## config.mk

```make
export PLATFORM = sky130hd
export DESIGN_NAME = pipeline_ctrl
export DESIGN_NICKNAME = d
export VERILOG_FILES = /design/src/rtl/pipeline_ctrl_pkg.sv /design/src/rtl/bus_timeout_cnt.sv /design/src/rtl/pipeline_ctrl.sv
export SDC_FILE = /design/constraint.sdc
export NUM_CORES = 1
export LEC_CHECK = 0
export ABC_AREA = 1
export BUFFER_PORTS_ARGS = -buffer_cell sky130_fd_sc_hd__buf_2
export CAP_MARGIN = 15
export CORE_MARGIN = 8
export CORE_UTILIZATION = 52
export DETAILED_ROUTE_END_ITERATION = 8
export HOLD_SLACK_MARGIN = 0.08
export PLACE_DENSITY = 0.93
export SLEW_MARGIN = 20
export SYNTH_ARGS = -nofsm -noshare
export SYNTH_HDL_FRONTEND = slang
export SYNTH_HIERARCHICAL = 1
export SYNTH_SLANG_ARGS = --single-unit
export TNS_END_PERCENT = 1
```

## constraint.sdc

```tcl
create_clock -name cpu_clk_75M -period 4.62 [get_ports cpu_clk_75M]
set_input_delay 0.693 -clock cpu_clk_75M [delete_from_list [all_inputs] [get_ports cpu_clk_75M]]
set_output_delay 0.693 -clock cpu_clk_75M [all_outputs]
set_load 0.01 [all_outputs]
```

## src/rtl/pipeline_ctrl_pkg.sv

```systemverilog
// rtl/pipeline_ctrl_pkg.sv - shared codes, stall patterns and FSM encoding for the pipeline controller
// Contents:
//   EXC_CODE_WIDTH, EC_* exception codes (EC_None / EC_Eret are markers, not CP0 causes)
//   Stall bus type, Stop/NoStop bit values, STALL_ID/STALL_EX/STALL_MEM patterns
//   ctrl_state_t (CTRL_IDLE / CTRL_FLUSH), merge_stall() priority helper
package pipeline_ctrl_pkg;

    localparam int EXC_CODE_WIDTH = 5;

    localparam logic [EXC_CODE_WIDTH-1:0] EC_Int        = 5'h00;
    localparam logic [EXC_CODE_WIDTH-1:0] EC_AdEL       = 5'h04;
    localparam logic [EXC_CODE_WIDTH-1:0] EC_Sys        = 5'h08;
    localparam logic [EXC_CODE_WIDTH-1:0] EC_Bp         = 5'h09;
    localparam logic [EXC_CODE_WIDTH-1:0] EC_RI         = 5'h0a;
    localparam logic [EXC_CODE_WIDTH-1:0] EC_Ov         = 5'h0c;
    localparam logic [EXC_CODE_WIDTH-1:0] EC_BusTimeout = 5'h1d;
    localparam logic [EXC_CODE_WIDTH-1:0] EC_Eret       = 5'h1e;
    localparam logic [EXC_CODE_WIDTH-1:0] EC_None       = 5'h1f;

    localparam int STALL_WIDTH = 6;
    typedef logic [STALL_WIDTH-1:0] Stall;

    localparam logic Stop   = 1'b1;
    localparam logic NoStop = 1'b0;

    // bit0 PC, bit1 IF, bit2 ID, bit3 EX, bit4 MEM, bit5 WB
    localparam Stall STALL_NONE = {STALL_WIDTH{NoStop}};
    localparam Stall STALL_ID   = 6'b000111;
    localparam Stall STALL_EX   = 6'b001111;
    localparam Stall STALL_MEM  = 6'b011111;

    typedef enum logic {
        CTRL_IDLE  = 1'b0,
        CTRL_FLUSH = 1'b1
    } ctrl_state_t;

    // Deeper stage wins: a stalled stage must also freeze everything upstream of it.
    function automatic Stall merge_stall(input logic id_req, input logic ex_req, input logic mem_req);
        Stall s;
        s = STALL_NONE;
        if (mem_req) begin
            s = STALL_MEM;
        end else if (ex_req) begin
            s = STALL_EX;
        end else if (id_req) begin
            s = STALL_ID;
        end
        return s;
    endfunction

endpackage

```

## src/rtl/bus_timeout_cnt.sv

```systemverilog
// rtl/bus_timeout_cnt.sv - saturating count of consecutive data-bus wait cycles
// Ports:
//   clk   : clock
//   rst   : synchronous active-high reset
//   clr   : synchronous clear (takes priority over inc)
//   inc   : count one more waiting cycle
//   hit   : count has reached LIMIT-1; the next waiting cycle is the LIMIT-th
module bus_timeout_cnt #(
    parameter  int LIMIT = 256,
    localparam int W     = (LIMIT > 1) ? $clog2(LIMIT) : 1
) (
    input  logic clk,
    input  logic rst,
    input  logic clr,
    input  logic inc,
    output logic hit
);

    localparam logic [W-1:0] MAX = W'(LIMIT - 1);

    logic [W-1:0] count;

    always_ff @(posedge clk) begin
        if (rst || clr) begin
            count <= '0;
        end else if (inc && (count != MAX)) begin
            count <= count + W'(1);
        end
    end

    assign hit = (count == MAX);

endmodule

```

## src/rtl/pipeline_ctrl.sv

```systemverilog
// rtl/pipeline_ctrl.sv - stall merge, exception/ERET flush sequencing and bus-timeout for MiniMIPS32
// Ports:
//   cpu_clk_75M   : clock
//   cpu_rst       : synchronous active-high reset
//   id_stall_req  : load-use hazard in ID
//   ex_stall_req  : multi-cycle op busy in EX
//   mem_stall_req : MEM waiting on the data bus
//   mem_exc_code  : exception committed at MEM (EC_None = none, EC_Eret = return)
//   mem_exc_epc   : EPC of the MEM-stage exception
//   cp0_epc       : ERET target
//   stall         : per-stage stop bits (bit0 PC .. bit5 WB)
//   flush         : one-cycle flush pulse
//   flush_pc      : redirect PC, valid with flush
//   exc_take      : one-cycle pulse for CP0 to latch exc_code_o / exc_epc_o
//   exc_code_o    : exception code taken
//   exc_epc_o     : EPC taken
module pipeline_ctrl
    import pipeline_ctrl_pkg::*;
#(
    parameter logic [31:0] EXC_VECTOR  = 32'hBFC00380,
    parameter int          BUS_TIMEOUT = 256
) (
    input  logic                      cpu_clk_75M,
    input  logic                      cpu_rst,
    input  logic                      id_stall_req,
    input  logic                      ex_stall_req,
    input  logic                      mem_stall_req,
    input  logic [EXC_CODE_WIDTH-1:0] mem_exc_code,
    input  logic [31:0]               mem_exc_epc,
    input  logic [31:0]               cp0_epc,
    output Stall                      stall,
    output logic                      flush,
    output logic [31:0]               flush_pc,
    output logic                      exc_take,
    output logic [EXC_CODE_WIDTH-1:0] exc_code_o,
    output logic [31:0]               exc_epc_o
);

    ctrl_state_t state_q, state_d;

    logic                      real_exc;
    logic                      tmo_hit;
    logic                      tmo_fire;
    logic                      exc_pending;
    logic                      cnt_inc;
    logic                      cnt_clr;

    logic                      flush_d;
    logic [31:0]               flush_pc_d;
    logic                      exc_take_d;
    logic [EXC_CODE_WIDTH-1:0] exc_code_d;
    logic [31:0]               exc_epc_d;

    assign real_exc    = (mem_exc_code != EC_None);
    assign tmo_fire    = mem_stall_req && tmo_hit;
    // Only IDLE can trigger; anything arriving during FLUSH belongs to a squashed instruction.
    assign exc_pending = (state_q == CTRL_IDLE) && (real_exc || tmo_fire);

    assign cnt_inc = (state_q == CTRL_IDLE) && mem_stall_req;
    assign cnt_clr = !mem_stall_req || exc_pending;

    bus_timeout_cnt #(
        .LIMIT (BUS_TIMEOUT)
    ) u_timeout_cnt (
        .clk (cpu_clk_75M),
        .rst (cpu_rst),
        .clr (cnt_clr),
        .inc (cnt_inc),
        .hit (tmo_hit)
    );

    // Stalls must never hold back a flush, so they are dropped while one is pending or in progress.
    always_comb begin
        stall = STALL_NONE;
        if (!cpu_rst && (state_q == CTRL_IDLE) && !exc_pending) begin
            stall = merge_stall(id_stall_req, ex_stall_req, mem_stall_req);
        end
    end

    always_ff @(posedge cpu_clk_75M) begin
        if (cpu_rst) begin
            state_q    <= CTRL_IDLE;
            flush      <= 1'b0;
            flush_pc   <= 32'h0;
            exc_take   <= 1'b0;
            exc_code_o <= EC_None;
            exc_epc_o  <= 32'h0;
        end else begin
            state_q    <= state_d;
            flush      <= flush_d;
            flush_pc   <= flush_pc_d;
            exc_take   <= exc_take_d;
            exc_code_o <= exc_code_d;
            exc_epc_o  <= exc_epc_d;
        end
    end

    // exc_code_o / exc_epc_o keep the last taken exception; flush_pc keeps its last redirect.
    always_comb begin
        state_d    = state_q;
        flush_d    = 1'b0;
        exc_take_d = 1'b0;
        flush_pc_d = flush_pc;
        exc_code_d = exc_code_o;
        exc_epc_d  = exc_epc_o;
        unique case (state_q)
            CTRL_IDLE: begin
                if (exc_pending) begin
                    state_d = CTRL_FLUSH;
                    flush_d = 1'b1;
                    if (real_exc && (mem_exc_code == EC_Eret)) begin
                        flush_pc_d = cp0_epc;
                    end else begin
                        flush_pc_d = EXC_VECTOR;
                        exc_take_d = 1'b1;
                        // A real code outranks a timeout seen in the same cycle.
                        exc_code_d = real_exc ? mem_exc_code : EC_BusTimeout;
                        exc_epc_d  = mem_exc_epc;
                    end
                end
            end
            CTRL_FLUSH: begin
                state_d = CTRL_IDLE;
            end
            default: begin
                state_d = CTRL_IDLE;
            end
        endcase
    end

endmodule
```

==> results of run 1 <==
[layer usage]
layer,track usage [%],vias to the layer above
li1,-,1909
met1,19.2,1657
met2,34.7,121
met3,7.27,18
met4,7.56,0
met5,0,-
[synthesized netlist by cell type, drive strengths merged]
master    n
nor4      1
nand2   115
nor2     65
dfxtp    79
o21ai    34
ha        1
nand3    45
conb      1
clkbuf    7
a21oi     7
nand4    38
buf      29
a21boi    1
inv     114
nand3b    2
or2       1
nor3      2
[power groups by stage]
| stage | clock network [mW] | logic [mW] | registers, mW |
|---|---|---|---|
| 3_3_place_gp | 0 | 0.237 | 0.760 |
| 2_1_floorplan | 0 | 0.127 | 0.781 |
| 3_5_place_dp | 0 | 0.244 | 0.762 |
| 5_1_grt | 0.471 | 0.274 | 0.751 |
| 4_1_cts | 0.443 | 0.245 | 0.747 |
| 6_report | 0.428 | 0.243 | 0.747 |
[cell families after synthesis]
family | after synthesis | synth area share, %
adders and majority gates | 1 | 0.341
DFF | 79 | 43.1
other | 1 | 0.102
AOI/OAI and AO/OA | 42 | 5.79
and+or+nand+nor | 269 | 33.3
buffers and inverters | 150 | 17.4
[sequential cells by signal (all words and copies together) (netlist names)]
name,cells
exc_take,1
u_timeout_cnt/count,8
flush_pc,32
exc_code_o,5
flush,1
exc_epc_o,32
[worst paths after layout]
kind / cells past startpoint / to / start / slack [ps]
worst max-delay path: 11 / stall[0] / u_timeout_cnt/count[0] / 860
worst min register to register: 2 / exc_code_o[2] / exc_code_o[2] / 470
worst min-delay path: 2 / exc_code_o[2] / exc_code_o[2] / 470
worst max register to register: 12 / u_timeout_cnt/count[4] / u_timeout_cnt/count[0] / 1520
[final cells by class]
| type | count | area [um^2] |
|---|---|---|
| fillers | 611 | 2330 |
| flip-flops and latches | 79 | 1580 |
| multi-input cells | 313 | 1450 |
| repair buffers | 150 | 753 |
| inverters | 114 | 428 |
| clock buffers | 11 | 141 |
| well taps | 96 | 120 |
| clock inverters | 4 | 22.5 |
[tightest hold or removal path: stages (launching register included)]
cell and delay [ps]:
dfxtp_1 330, nand2_1 60, nand3_1 50
[metrics by stage]
step	power, mW	cells	setup slack [ps]	cell area [um^2]
after global routing	1.50	767	474	4500
after floorplan	0.908	542	2140	3670
after detailed placement	1.01	752	1180	4330
final	1.42	767	855	4500
after CTS	1.43	767	800	4500
after global placement	0.997	752	1260	4330
==> flow_summary.json, run 1 <==
{
  "clkTransAtPathRegs_ps": 70,
  "clk_latency_ps": 330,
  "ys_warn_count": 6,
  "hold_buffers": 0,
  "fp.dieW_um": 100,
  "worstSetupStartpointType": "register",
  "hold_viol": 0,
  "synthCells": 542,
  "ir_drop_uv": 192,
  "gp_congestion": 0.932,
  "cp.arrival_ps": 3070,
  "min_period_ps": 3760,
  "dr_wl_met3_um": 911,
  "pwr_density_cell_nw_per_um2": 315,
  "die_area_um2": 10000,
  "end_kind": "output port",
  "fp-row-count": 30,
  "status": "finished, final reports clean",
  "wl_met1_um": 3870,
  "drc": 0,
  "slew_headroom_pct": 26.7,
  "ios": 151,
  "grt_usage_pct": 19.1,
  "area_delta_synth_final_pct": 22.5,
  "netlist.area_leader.share_pct": 43.1,
  "cts-root-buf": "clkbuf_8",
  "port-buffer-count": 149,
  "path_cells": "ha_1 -> nand2_1 -> nor2_1 -> nand2_1 -> inv_1 -> nand2_1 -> nand3_4 -> nand2_2 -> nand3_1 -> a21oi_1 -> buf_2",
  "dr_wl_met2_um": 4780,
  "cp_top_family": "simple AND/OR/NAND/NOR gates",
  "syn_area_per_cell_um2": 6.78,
  "grt_max_degree": 52,
  "detail-route-antenna-nets": 0,
  "sw_frac_of_total_pct": 27.8,
  "grt_pass1_wl_um": 15900,
  "seq_power_share_pct": 52.7,
  "cts.sinks": 79,
  "firstDrtPassIters": 4,
  "dp_hpwl_um": 7080,
  "tns_ps": 0,
  "p_int_mw": 1.02,
  "max_stage_delay_ps": 650,
  "tritoncts": "yes",
  "path_class": "register to output port",
  "yosysSeqAreaShare_pct": 43.1,
  "tightest_slew_ps": 1100,
  "overflow": 0,
  "avgRoutedWirePerCell_um": 12.7,
  "fin_worst_skew_ps": 8.49,
  "routed.top_layer": "met4",
  "combPwrFrac_pct": 17.1,
  "initial_core_util_pct": 53.8,
  "fp.dieH_um": 100,
  "layout_commonest_cell": "buf_2",
  "synthTopCellsByArea": "dfxtp_1, nand2_1, inv_1",
  "htreeDepth": 3,
  "hold-worst-slack_ps": 469,
  "avgViaCountPerCell": 4.83,
  "vias": 3705,
  "cts_resized": 0,
  "cap_violations": 0,
  "fmax_mhz": 266,
  "clkPwrFrac_pct": 30.2,
  "post-cts-setup-buffers": 0,
  "diodes": 0,
  "worstPathMaxFanout": 42,
  "synth_area_um2": 3670,
  "routed_wl_um": 9730,
  "yosysTopAreaCell": "dfxtp_1",
  "grt_pass1_vias": 3698,
  "setup_viol": 0,
  "post-route-period-util_pct": 81.5,
  "cts_buffer_depth": 2,
  "drv_slew": 0,
  "drt_iter0_markers": 148,
  "path_common_cell": "nand2_1",
  "rsz0062_at_grt": "no",
  "cp_slowest_cell": "nand2_2",
  "p_leak_nw": 2.59,
  "final_cell_mix": "buf_2, nand2_1, inv_1, dfxtp_1, nor2_1",
  "post-route-util_pct": 65.8,
  "core-area_um2": 6830,
  "synth-seq-cells": 79,
  "drive_gt1_share_pct": 26.2,
  "min_path_type": "register to register",
  "nets": 742,
  "syn-num-nets": 617,
  "worst-path-buf-inv": 2,
  "antenna_found_initial": 0,
  "numCtsBuffers": 9,
  "synthDistinctLibCells": 27,
  "cp_data_required_time_ps": 3930,
  "p_switching_mw": 0.394
}
(Power assumes the default switching activity.)
==> run 2: changes to the inputs <==
Settings changed: CORE_UTILIZATION 52 to 44, PLACE_DENSITY 0.93 to 0.85.
Clock period 4.62 ns to 3.1 ns, I/O delays scaled along.
==> flow_summary.json, run 2 (synthesis results as in run 1) <==
{
  "drt_iter0_markers": 211,
  "fmax_mhz": 355,
  "max_stage_delay_ps": 350,
  "worstSetupStartpointType": "register",
  "path_cells": "ha_1 -> nand2_1 -> nor2_1 -> nand2_1 -> inv_1 -> nand2_1 -> nand3_4 -> nand2_2 -> nand3_1 -> a21oi_1 -> buf_2",
  "cp_data_required_time_ps": 2630,
  "tritoncts": "yes",
  "slew_headroom_pct": 58.4,
  "hold_viol": 0,
  "post-route-util_pct": 57.0,
  "fp.dieH_um": 107,
  "ios": 151,
  "drc": 0,
  "area_delta_synth_final_pct": 26.2,
  "worstPathMaxFanout": 11,
  "layout_commonest_cell": "buf_2",
  "firstDrtPassIters": 4,
  "fin_worst_skew_ps": 10.8,
  "antenna_found_initial": 0,
  "port-buffer-count": 149,
  "placed_cell_area_um2": 4380,
  "drv_slew": 0,
  "diodes": 0,
  "final_cell_mix": "buf_2, nand2_1, inv_1, dfxtp_1, nor2_1",
  "drive_gt1_share_pct": 27.0,
  "htreeDepth": 3,
  "cts_resized": 0,
  "core-area_um2": 8130,
  "cp_top_family": "simple AND/OR/NAND/NOR gates",
  "tightest_slew_ps": 622,
  "grt_pass1_vias": 3802,
  "clk_latency_ps": 340,
  "p_leak_nw": 2.65,
  "path_class": "register to output port",
  "setup_viol": 0,
  "fillCellCount": 781,
  "status": "finished, final reports clean",
  "hold-worst-slack_ps": 390,
  "cts-root-buf": "clkbuf_8",
  "nets": 747,
  "clkTransAtPathRegs_ps": 90,
  "fp.dieW_um": 107,
  "overflow": 0,
  "rsz0062_at_grt": "no",
  "dp_hpwl_um": 7480,
  "avgRoutedWirePerCell_um": 13.1,
  "gp_congestion": 0.840,
  "min_period_ps": 2820,
  "grt_usage_pct": 17.1,
  "path_common_cell": "nand2_1",
  "ir_drop_uv": 274,
  "tns_ps": 0,
  "cts_buffer_depth": 2,
  "fp-row-count": 33,
  "stdcell_area_um2": 4640,
  "worst-path-buf-inv": 2,
  "cp_slowest_cell": "dfxtp_1",
  "vias": 3793,
  "cp.arrival_ps": 2360,
  "initial_core_util_pct": 45.1,
  "hold_buffers": 0,
  "cap_violations": 0,
  "numCtsBuffers": 9,
  "post-route-period-util_pct": 91.0,
  "cts.sinks": 79,
  "end_kind": "output port",
  "die_area_um2": 11500,
  "min_path_type": "input port to register",
  "biggestRegsByFlops": "exc_epc_o x32, flush_pc x32, u_timeout_cnt/count x8",
  "pwr_density_cell_nw_per_um2": 524,
  "avgViaCountPerCell": 4.85,
  "routed_wl_um": 10300,
  "post-cts-setup-buffers": 0,
  "grt_max_degree": 47,
  "grt_pass1_wl_um": 16500,
  "detail-route-antenna-nets": 0
}
-- run 2: changes by cell type in the layout (fill, tap and decap cells not counted), sizes merged --
cell,change
buf,+5
bufinv,+3
clkbuf,-1
clkinv,-2
inv,+1
-- run 2: worst min-delay path: stages --
cell and delay [ps]:
buf_2 100, nand2_1 50, o21ai_0 70
-- run 2: worst paths after layout --
check / end / slack, ps / depth (start not counted) / start
setup / recovery: stall[0] / 280 / 11 / u_timeout_cnt/count[0]
hold / removal: flush_pc[21] / 390 / 3 / cp0_epc[21]
setup reg to reg: u_timeout_cnt/count[4] / 510 / 13 / u_timeout_cnt/count[0]
hold reg to reg: exc_code_o[3] / 490 / 2 / exc_code_o[3]
-- run 2: per-stage QoR --
stage	power (mW)	setup slack [ps]	instances
3_3_place_gp	1.49	697	766
2_1_floorplan	1.35	853	542
6_report	2.43	280	782
3_5_place_dp	1.51	551	766
4_1_cts	2.45	281	782
5_1_grt	2.54	78.0	782
-- run 2: final cells by class --
class / instances / area, um^2 / area share, %
flip-flops and latches: 79 / 1580 / 34.1
multi-input cells: 313 / 1450 / 31.3
repair buffers: 155 / 791 / 17.1
inverters: 114 / 428 / 9.23
clock buffers: 10 / 138 / 2.97
well taps: 105 / 131 / 2.83
clock inverters: 6 / 115 / 2.48
-- run 2: power breakdown --
group,switching [mW],internal [mW]
combinational,0.224,0.145
sequential,0.0350,1.08
clock,0.385,0.562
total,0.644,1.79
-- run 2: routing by layer --
metal	up-vias	track usage [%]	wire, um
li1	1918	-	-
met1	1728	18.0	4270
met2	134	30.6	4930
met3	13	5.51	927
met4	0	7.23	136
met5	-	0	0
